File: src/rtl/mem_rd_mux_rr_pkg.sv
// mem_rd_mux_rr_pkg
//   Shared helpers for the flow-state memory read-port multiplexer.
//   No ports; provides the index-width helper used to size source tags,
//   arbiter indices and FIFO pointers so a degenerate size of one still
//   yields a legal one-bit vector.
package mem_rd_mux_rr_pkg;

  // Width of an index able to address n entries, never less than one bit.
  function automatic int unsigned idx_width(input int unsigned n);
    return (n > 1) ? $clog2(n) : 1;
  endfunction

endpackage

File: src/rtl/mem_rd_mux_rr_arbiter.sv
// rr_arbiter_lock
//   Round-robin arbiter with a grant lock, shared by memory read muxes and
//   sched update muxes.
//   Ports:
//     clk, rst   : clock, synchronous active-high reset
//     req        : per-source request valid
//     stall      : current grant is offered downstream but not accepted
//     accept     : current grant is accepted downstream (handshake)
//     any_req    : at least one request is pending
//     grant      : index of the granted source
//   The search starts one past the last accepted source. Once an offer is
//   stalled the grant is frozen on that source until it is accepted, so the
//   downstream address cannot change under backpressure.
module rr_arbiter_lock
  import mem_rd_mux_rr_pkg::*;
#(
  parameter int unsigned NUM_SRC = 4,
  parameter int unsigned IDX_W   = idx_width(NUM_SRC)
) (
  input  logic               clk,
  input  logic               rst,
  input  logic [NUM_SRC-1:0] req,
  input  logic               stall,
  input  logic               accept,
  output logic               any_req,
  output logic [IDX_W-1:0]   grant
);

  logic [IDX_W-1:0] last_grant;
  logic [IDX_W-1:0] locked_idx;
  logic             lock;
  logic [IDX_W-1:0] rr_pick;
  logic [IDX_W-1:0] cand;
  logic             found;

  assign any_req = |req;

  // First asserted request scanning last_grant+1, last_grant+2, ... with
  // wrap; last_grant itself is visited last.
  always_comb begin
    rr_pick = last_grant;
    cand    = '0;
    found   = 1'b0;
    for (int unsigned k = 1; k <= NUM_SRC; k++) begin
      cand = IDX_W'((32'(last_grant) + k) % NUM_SRC);
      if (!found && req[cand]) begin
        rr_pick = cand;
        found   = 1'b1;
      end
    end
  end

  assign grant = lock ? locked_idx : rr_pick;

  always_ff @(posedge clk) begin
    if (rst) begin
      last_grant <= IDX_W'(NUM_SRC - 1);
      lock       <= 1'b0;
      locked_idx <= '0;
    end else begin
      if (accept) begin
        last_grant <= grant;
        lock       <= 1'b0;
      end else if (stall) begin
        lock       <= 1'b1;
        locked_idx <= grant;
      end
    end
  end

  // A locked source must hold its request until it is accepted.
  a_lock_held : assert property (@(posedge clk) disable iff (rst)
    lock |-> req[locked_idx]);

endmodule

File: src/rtl/mem_rd_mux_rr.sv
// mem_rd_mux_rr
//   N-source read-port multiplexer for flow-state memories. Requests are
//   arbitrated round-robin onto one backpressured memory read port; up to
//   MAX_OUTSTANDING reads may be in flight, and the in-order responses are
//   steered back to the issuing source via a tag FIFO.
//   Ports:
//     clk, rst          : clock, synchronous active-high reset
//     src_rd_req_val    : per-source request valid
//     src_rd_req_addr   : packed addresses, source i at [i*ADDR_W +: ADDR_W]
//     src_rd_req_rdy    : per-source request accept (granted source only)
//     src_rd_resp_val   : one-hot response valid (FIFO head source)
//     src_rd_resp_data  : response data broadcast to all sources
//     src_rd_resp_rdy   : per-source response ready
//     dst_rd_req_*      : memory request port
//     dst_rd_resp_*     : memory response port
//     outstanding_cnt   : number of in-flight reads (registered)
module mem_rd_mux_rr
  import mem_rd_mux_rr_pkg::*;
#(
  parameter int unsigned NUM_SRC         = 4,
  parameter int unsigned ADDR_W          = 8,
  parameter int unsigned DATA_W          = 64,
  parameter int unsigned MAX_OUTSTANDING = 4
) (
  input  logic                              clk,
  input  logic                              rst,
  input  logic [NUM_SRC-1:0]                src_rd_req_val,
  input  logic [NUM_SRC*ADDR_W-1:0]         src_rd_req_addr,
  output logic [NUM_SRC-1:0]                src_rd_req_rdy,
  output logic [NUM_SRC-1:0]                src_rd_resp_val,
  output logic [DATA_W-1:0]                 src_rd_resp_data,
  input  logic [NUM_SRC-1:0]                src_rd_resp_rdy,
  output logic                              dst_rd_req_val,
  output logic [ADDR_W-1:0]                 dst_rd_req_addr,
  input  logic                              dst_rd_req_rdy,
  input  logic                              dst_rd_resp_val,
  input  logic [DATA_W-1:0]                 dst_rd_resp_data,
  output logic                              dst_rd_resp_rdy,
  output logic [$clog2(MAX_OUTSTANDING):0]  outstanding_cnt
);

  localparam int unsigned TAG_W = idx_width(NUM_SRC);
  localparam int unsigned PTR_W = idx_width(MAX_OUTSTANDING);
  localparam int unsigned CNT_W = $clog2(MAX_OUTSTANDING) + 1;

  logic [TAG_W-1:0] grant;
  logic             any_req;
  logic             has_room;
  logic             push;
  logic             pop;
  logic             empty;
  logic [TAG_W-1:0] head;

  logic [TAG_W-1:0] tag_mem [MAX_OUTSTANDING];
  logic [PTR_W-1:0] wr_ptr;
  logic [PTR_W-1:0] rd_ptr;

  function automatic logic [PTR_W-1:0] ptr_inc(input logic [PTR_W-1:0] p);
    return (p == PTR_W'(MAX_OUTSTANDING - 1)) ? '0 : p + 1'b1;
  endfunction

  // ---------------------------------------------------------------------
  // Request side
  // ---------------------------------------------------------------------
  rr_arbiter_lock #(
    .NUM_SRC (NUM_SRC),
    .IDX_W   (TAG_W)
  ) u_arb (
    .clk     (clk),
    .rst     (rst),
    .req     (src_rd_req_val),
    .stall   (dst_rd_req_val & ~dst_rd_req_rdy),
    .accept  (push),
    .any_req (any_req),
    .grant   (grant)
  );

  // Room is judged on the registered count only: a response popped in
  // the same cycle does not free a slot until the next cycle, which also
  // keeps dst_rd_req_rdy out of the dst_rd_req_val cone.
  assign has_room        = outstanding_cnt < CNT_W'(MAX_OUTSTANDING);
  assign dst_rd_req_val  = any_req & has_room;
  assign dst_rd_req_addr = src_rd_req_addr[grant*ADDR_W +: ADDR_W];
  assign push            = dst_rd_req_val & dst_rd_req_rdy;

  always_comb begin
    src_rd_req_rdy = '0;
    if (push) begin
      src_rd_req_rdy[grant] = 1'b1;
    end
  end

  // ---------------------------------------------------------------------
  // Response side
  // ---------------------------------------------------------------------
  assign empty            = (outstanding_cnt == '0);
  assign head             = tag_mem[rd_ptr];
  assign dst_rd_resp_rdy  = ~empty & src_rd_resp_rdy[head];
  assign pop              = dst_rd_resp_val & dst_rd_resp_rdy;
  assign src_rd_resp_data = dst_rd_resp_data;

  always_comb begin
    src_rd_resp_val = '0;
    if (!empty) begin
      src_rd_resp_val[head] = dst_rd_resp_val;
    end
  end

  // ---------------------------------------------------------------------
  // Tag FIFO
  // ---------------------------------------------------------------------
  // Storage needs no reset: entries are only read when the count says so.
  always_ff @(posedge clk) begin
    if (push) begin
      tag_mem[wr_ptr] <= grant;
    end
  end

  always_ff @(posedge clk) begin
    if (rst) begin
      wr_ptr          <= '0;
      rd_ptr          <= '0;
      outstanding_cnt <= '0;
    end else begin
      if (push) begin
        wr_ptr <= ptr_inc(wr_ptr);
      end
      if (pop) begin
        rd_ptr <= ptr_inc(rd_ptr);
      end
      case ({push, pop})
        2'b10:   outstanding_cnt <= outstanding_cnt + 1'b1;
        2'b01:   outstanding_cnt <= outstanding_cnt - 1'b1;
        default: outstanding_cnt <= outstanding_cnt;
      endcase
    end
  end

  // The memory must never answer a read that was not issued.
  a_no_resp_when_empty : assert property (@(posedge clk) disable iff (rst)
    !(dst_rd_resp_val && empty));

  a_no_push_when_full : assert property (@(posedge clk) disable iff (rst)
    !(push && !has_room));

endmodule

File: config.mk
export PLATFORM = sky130hd
export DESIGN_NAME = mem_rd_mux_rr
export DESIGN_NICKNAME = d
export VERILOG_FILES = /design/src/rtl/mem_rd_mux_rr_pkg.sv /design/src/rtl/mem_rd_mux_rr_arbiter.sv /design/src/rtl/mem_rd_mux_rr.sv
export SDC_FILE = /design/constraint.sdc
export NUM_CORES = 1
export LEC_CHECK = 0
export ABC_AREA = 0
export BUFFER_PORTS_ARGS = -buffer_cell sky130_fd_sc_hd__buf_2
export CAP_MARGIN = 30
export CORE_MARGIN = 2
export CORE_UTILIZATION = 35
export CTS_BUF_LIST = sky130_fd_sc_hd__clkbuf_8
export CTS_CLUSTER_SIZE = 10
export DETAILED_ROUTE_END_ITERATION = 10
export HOLD_SLACK_MARGIN = 0.05
export PLACE_DENSITY = 0.8
export SLEW_MARGIN = 20
export SYNTH_ARGS = -nofsm -noshare
export SYNTH_HDL_FRONTEND = slang
export SYNTH_SLANG_ARGS = --single-unit
File: constraint.sdc
create_clock -name clk -period 2.9 [get_ports clk]
set_clock_uncertainty 0.05 [all_clocks]
set_input_delay 0.58 -clock clk [delete_from_list [all_inputs] [get_ports clk]]
set_output_delay 0.58 -clock clk [all_outputs]
set_load 0.01 [all_outputs]
; ---- Yosys cells after proc, flatten, opt, wreduce, memory -nomap -nowiden
; Memory sizes are Yosys's and may differ from the RTL's. A register that Yosys moved wholly into a read port is not among the register bits.
; Index checks and enable logic that the tools add are counted.
[classes]
eq_ne = 4
n_reduce_logical = 13
muxes = 31
bitwise = 9
shifts = 1
order_cmp = 9
addsub = 8
[op_table]
columns = cell, n
row1 = $shiftx 32x6->8, 1
row2 = $lt 2x3->1 const B, 6
row3 = $mux 2, 9
row4 = $mux 1, 12
row5 = $bmux 1 s2, 5
row6 = $add 2x1->2 const B, 4
row7 = $mux 4, 2
row8 = $eq 2x2->1 const B, 3
row9 = $pmux 3 s2, 1
row10 = $and 1x1->1, 5
row11 = $logic_and 1x1->1, 5
row12 = $add 2x2->2 const B, 2
row13 = $and 4x4->4, 1
row14 = $demux 1 s2, 2
row15 = $ge 2x1->1 const B, 2
row16 = $reduce_or 4->1, 1
row17 = $add 3x1->3 const B, 1
row18 = $logic_not 1->1, 3
row19 = $logic_not 3->1, 1
row20 = $lt 3x3->1 const B, 1
row21 = $not 1->1, 3
row22 = $sub 3x1->3 const B, 1
row23 = $eq 2x1->1 const B, 1
row24 = $reduce_and 2->1, 1
row25 = 2 further kinds, 2
[word_totals]
elab_cells = 82
inputBits = 108
n_memories = 1
output_inout_bits = 85
ramBits = 8
reg_bits = 12
[mem_list]
columns = memory, words, word_bits, rd, rd_clocked_by_memory_dff, wr, line_no
row1 = tag_mem, 4, 2, 1, 1, 1, mem_rd_mux_rr.sv:54  ; logic [TAG_W-1:0] tag_mem [MAX_OUTSTANDING];

; ---- Longest topological paths before layout
[depth]
word_depth = 19
ltp_mapped = 9
mapped_depth_nobuf = 9

; ---- By module
; A second synthesis with hierarchy kept.
[hier_totals]
cells_unflattened = 188
area_unflattened_um2 = 1839.3
[modules_own_cells]
columns = module, area_per_inst_um2, seq_area_each_um2, cells_each, instances
row1 = mem_rd_mux_rr, 1512.7, 420.4, 148, 1
row2 = rr_arbiter_lock, 326.6, 100.1, 40, 1

; ---- Least setup slack after synthesis
; OpenSTA, ideal clock, no wires.
[synth_path]
kind = flip-flop to flip-flop
startpoint = register with a tool-made name
endpoint = register outstanding_cnt[2]
arrival_time_ns = 2.438
setup_time_ns = 0.071
path_stages_with_launch = 9
path_buffers = 0
synth_period_minus_slack_ns = 2.559
slack_ns = 0.341
t_required_ns = 2.779
path_cell_list = dfxtp_1 -> mux4_2 -> mux2i_1 -> o22ai_2 -> ha_1 -> fa_1 -> xnor2_1 -> or3_1 -> a21oi_1
[synth_rtl]
columns = element, line_no
row1 = "end signal, assigned", mem_rd_mux_rr.sv:132  ; 2'b10: outstanding_cnt <= outstanding_cnt + 1'b1;
row2 = "end signal, assigned", mem_rd_mux_rr.sv:133  ; 2'b01: outstanding_cnt <= outstanding_cnt - 1'b1;
row3 = "end signal, assigned", mem_rd_mux_rr.sv:134  ; default: outstanding_cnt <= outstanding_cnt;
row4 = "end, declared", mem_rd_mux_rr.sv:39  ; output logic [$clog2(MAX_OUTSTANDING):0] outstanding_cnt

; ---- Final worst setup path
[layout_path]
startpoint = register u_arb.last_grant[1]
endpoint = output dst_rd_req_addr[0]
[layout_via]
elab_chain_len = 15
elab_cells_between_ends = 27
classes_between = add/sub: 4 / shift: 1 / mux: 16 / reduce/logical: 6
[layout_lines]
columns = element, line_no
row1 = "start, declared", mem_rd_mux_rr_arbiter.sv:29  ; logic [IDX_W-1:0] last_grant;
row2 = "start signal, assigned", mem_rd_mux_rr_arbiter.sv:57  ; last_grant <= IDX_W'(NUM_SRC - 1);
row3 = "start signal, assigned", mem_rd_mux_rr_arbiter.sv:62  ; last_grant <= grant;
row4 = $add 2x1->2, mem_rd_mux_rr_arbiter.sv:45  ; cand = IDX_W'((32'(last_grant) + k) % NUM_SRC);
row5 = $bmux 1 s2, mem_rd_mux_rr_arbiter.sv:46  ; if (!found && req[cand]) begin
row6 = $mux 1 (implied by the code), mem_rd_mux_rr_arbiter.sv:46
row7 = $mux 1, mem_rd_mux_rr_arbiter.sv:46
row8 = $logic_not 1->1, mem_rd_mux_rr_arbiter.sv:46
row9 = $logic_and 1x1->1, mem_rd_mux_rr_arbiter.sv:46
row10 = $mux 1, mem_rd_mux_rr_arbiter.sv:46
row11 = $logic_not 1->1, mem_rd_mux_rr_arbiter.sv:46
row12 = $logic_and 1x1->1, mem_rd_mux_rr_arbiter.sv:46
row13 = $mux 1, mem_rd_mux_rr_arbiter.sv:46
row14 = $logic_not 1->1, mem_rd_mux_rr_arbiter.sv:46
row15 = $logic_and 1x1->1, mem_rd_mux_rr_arbiter.sv:46
row16 = $mux 2 (*), mem_rd_mux_rr_arbiter.sv:46
row17 = $mux 2 (*), mem_rd_mux_rr_arbiter.sv:53  ; assign grant = lock ? locked_idx : rr_pick;
row18 = $shiftx 32x6->8 (*), mem_rd_mux_rr.sv:83  ; assign dst_rd_req_addr = src_rd_req_addr[grant*ADDR_W +: ADDR_W];
row19 = "end, declared", mem_rd_mux_rr.sv:34  ; output logic [ADDR_W-1:0] dst_rd_req_addr,
; Mark *: on every way between the ends. The rest lies on a longest branch, timed or not. The select of a mux whose other input is x is not followed.

==> results_dict.tcl <==
set metrics [dict create \
    setup_viol 0 \
    grt.total_usage 0.127 \
    critPathBufInv 3 \
    drt_first_iter_violations 22 \
    layout.nets 320 \
    initial_core_util 0.362 \
    max_freq_mhz 365 \
    port_buffers 64 \
    cts-root-buf "clkbuf_8" \
    crit_path_frequent_cell "mux2i_1" \
    io_pins 193 \
    yosysSeqAreaShare 0.281 \
    clk_pin_slew_ns 0.08 \
    synth_area_per_cell_um2 9.29 \
    synthTopCellsByCount "buf_4 (65), mux2i_1 (31), nor2_1 (17)" \
    drt_pre_antenna_iters 4 \
    grt_overflow 0 \
    cts_tree "yes" \
    critPathMaxFanout 8 \
    numClockSinks 22 \
    synth_edf_count 8 \
    synth_area_leader_cell "buf_4" \
    crit_required_ns 2.27 \
    critical-path-top-delay-family "buffers and inverters" \
    min_period_ns 2.74 \
    hpwl_um 3150 \
    regArea_um2 520 \
    ys_async_sr_fraction 0 \
    p_per_area_nw_per_um2 685 \
    hold_buffers 0 \
    drt-wirelength-per-cell_um 14.0 \
    grt_pass1_wl_um 5830 \
    antennaDiodeCount 0 \
    grt_pass1_vias 1271 \
    syn_inst 199 \
    critPathCaptureType "output pin" \
    antenna_found_initial 0 \
    row_count 26 \
    maxCapViolations 0 \
    tns_ns 0 \
    die-area_um2 5880 \
    synth_seq_cells 22 \
    critical_path_arrival_ns 2.11 \
    max_slew_margin 0.742 \
    yosysMostFrequentCell "buf_4" \
    synthTopCellsByArea "buf_4 (26%), mux2i_1 (17%), dfxtp_1 (15%)" \
    yosys_warnings 0 \
    min_path_type "flop to flop" \
    synth_nets 314 \
    grt_max_degree 13 \
    startpoint_type "flop" \
    area_growth_pct 0.677 \
    rsz0062_at_grt "false" \
    path_cells "mux2i_1 -> nor2_1 -> o41ai_2 -> inv_1 -> buf_4 -> mux2i_1 -> buf_2" \
    cts_made_buffers 3 \
    max_stage_delay_ns 0.47 \
    period_share 0.946 \
    max_slew.worst_pin.slew_ns 0.383 \
    drc 0 \
    insertion_delay_ns 0.26 \
    coreArea_um2 5110 \
    die_y_um 76.7 \
    yosys_most_used_dff "dfxtp_1" \
    fillerInstances 509 \
    drive_gt1_frac 0.402 \
    status "finished clean" \
    dpl-instance-area_um2 1780 \
    gp_congestion 0.772 \
    cts_buffer_depth 2 \
    viasPerCell 4.76 \
    ir_drop_v 0.000310 \
    crit_type "flop to output pin" \
    synth_top_area_share 0.264 \
    cts-htree-levels 1 \
    route.vias.total 1305 \
    multi_input_area_um2 807 \
    finalHoldViolations 0 \
    slew_viol_final 0 \
    slowest_stage "dfxtp_1" \
    detail-route-antenna-nets 0 \
    drt-total-wl_um 3830 \
    fin_area_um2 1860 \
    p_leak_uw 0.000937 \
    dieWidth_um 76.7 \
    synth_cell_types 36 \
    netlist_area_um2 1850 \
]
power by group:
| part | leakage (uW) | internal, uW | total, uW | switching [uW] |
|---|---|---|---|---|
| clock network | 0.0000288 | 121 | 218 | 97.3 |
| logic | 0.000720 | 302 | 615 | 313 |
| registers | 0.000189 | 384 | 442 | 57.8 |
sequential cells by signal, indices dropped and copies added (netlist names), named ones only:
signal and cells:
wr_ptr 2, u_arb.last_grant 2, outstanding_cnt 3, tag_mem 8, u_arb.lock 1, u_arb.locked_idx 2, rd_ptr 2
stage by stage:
stage          cells  utilization  setup WS [ns]  power, uW  hold slack [ns]
5_1_grt          274        0.365         0.0127       1370            0.496
2_1_floorplan    199            -          0.341        942            0.419
3_3_place_gp     268        0.349          0.223       1030            0.433
6_report         274        0.365          0.158       1280            0.448
4_1_cts          272        0.360         0.0817       1270            0.453
3_5_place_dp     268        0.349          0.178       1050            0.443
layer usage:
metal | part of all wire | vias up | GRT usage
li1 | - | 620 | -
met1 | 0.33 | 572 | 0.109
met2 | 0.55 | 98 | 0.255
met3 | 0.10 | 15 | 0.0447
met4 | 0.023 | 0 | 0.0564
met5 | 0 | - | 0
cell usage in the layout, fill, tap and decap left out, drive strengths merged:
cell    synthesis  layout
buf            68      70
mux2i          31      31
nor2           17      17
dfxtp          14      14
edfxtp          8       8
inv             7       7
nand2           6       6
ha              6       6
a21oi           6       6
nor3            5       5
and3            4       4
clkbuf          1       4
nand2b          3       3
mux4            2       2
or3             2       2
nor3b           1       1
o41ai           1       1
a21o            1       1
nand3b          1       1
a311oi          1       1
o31ai           1       1
or2             1       1
or2b            1       1
o22ai           1       1
nor4            1       1
and2            1       1
o31a            1       1
mux2            1       1
xnor2           1       1
o21ai           1       1
a211oi          1       1
a211o           1       1
xor2            1       1
fa              1       1
area by class of cell:
cell class / instances / area share
multi-input combinational: 101 / 0.433
sequential: 22 / 0.280
timing repair buffer: 70 / 0.196
tap: 70 / 0.0470
clock buffer: 4 / 0.0296
inverter: 7 / 0.0141
worst min-delay path: stages (launching register included):
cell and delay (ns):
dfxtp_1 0.34, nand2_1 0.06, a21oi_1 0.05
what timing repair did:
item	CTS	global route
setup endpoints to repair	0	8
gates resized for setup	0	1
endpoints found under the hold margin	0	0
setup buffers	0	2
worst paths after layout:
check                      start                  to  slack [ns]  depth (start not counted)
max reg2reg                 flop  outstanding_cnt[2]        0.20                          8
min                    wr_ptr[1]           wr_ptr[1]        0.45                          2
max          u_arb.last_grant[1]  dst_rd_req_addr[0]        0.16                          7
min reg2reg            wr_ptr[1]           wr_ptr[1]        0.45                          2
logic make-up after synthesis:
logic type	after synthesis	synth area share
mux	34	0.198
fa+ha+maj	7	0.0514
flops	22	0.281
compound gates	15	0.0568
xor+xnor	2	0.00947
simple gates	43	0.114
buf+inv	76	0.288
(Power assumes the default switching activity.)
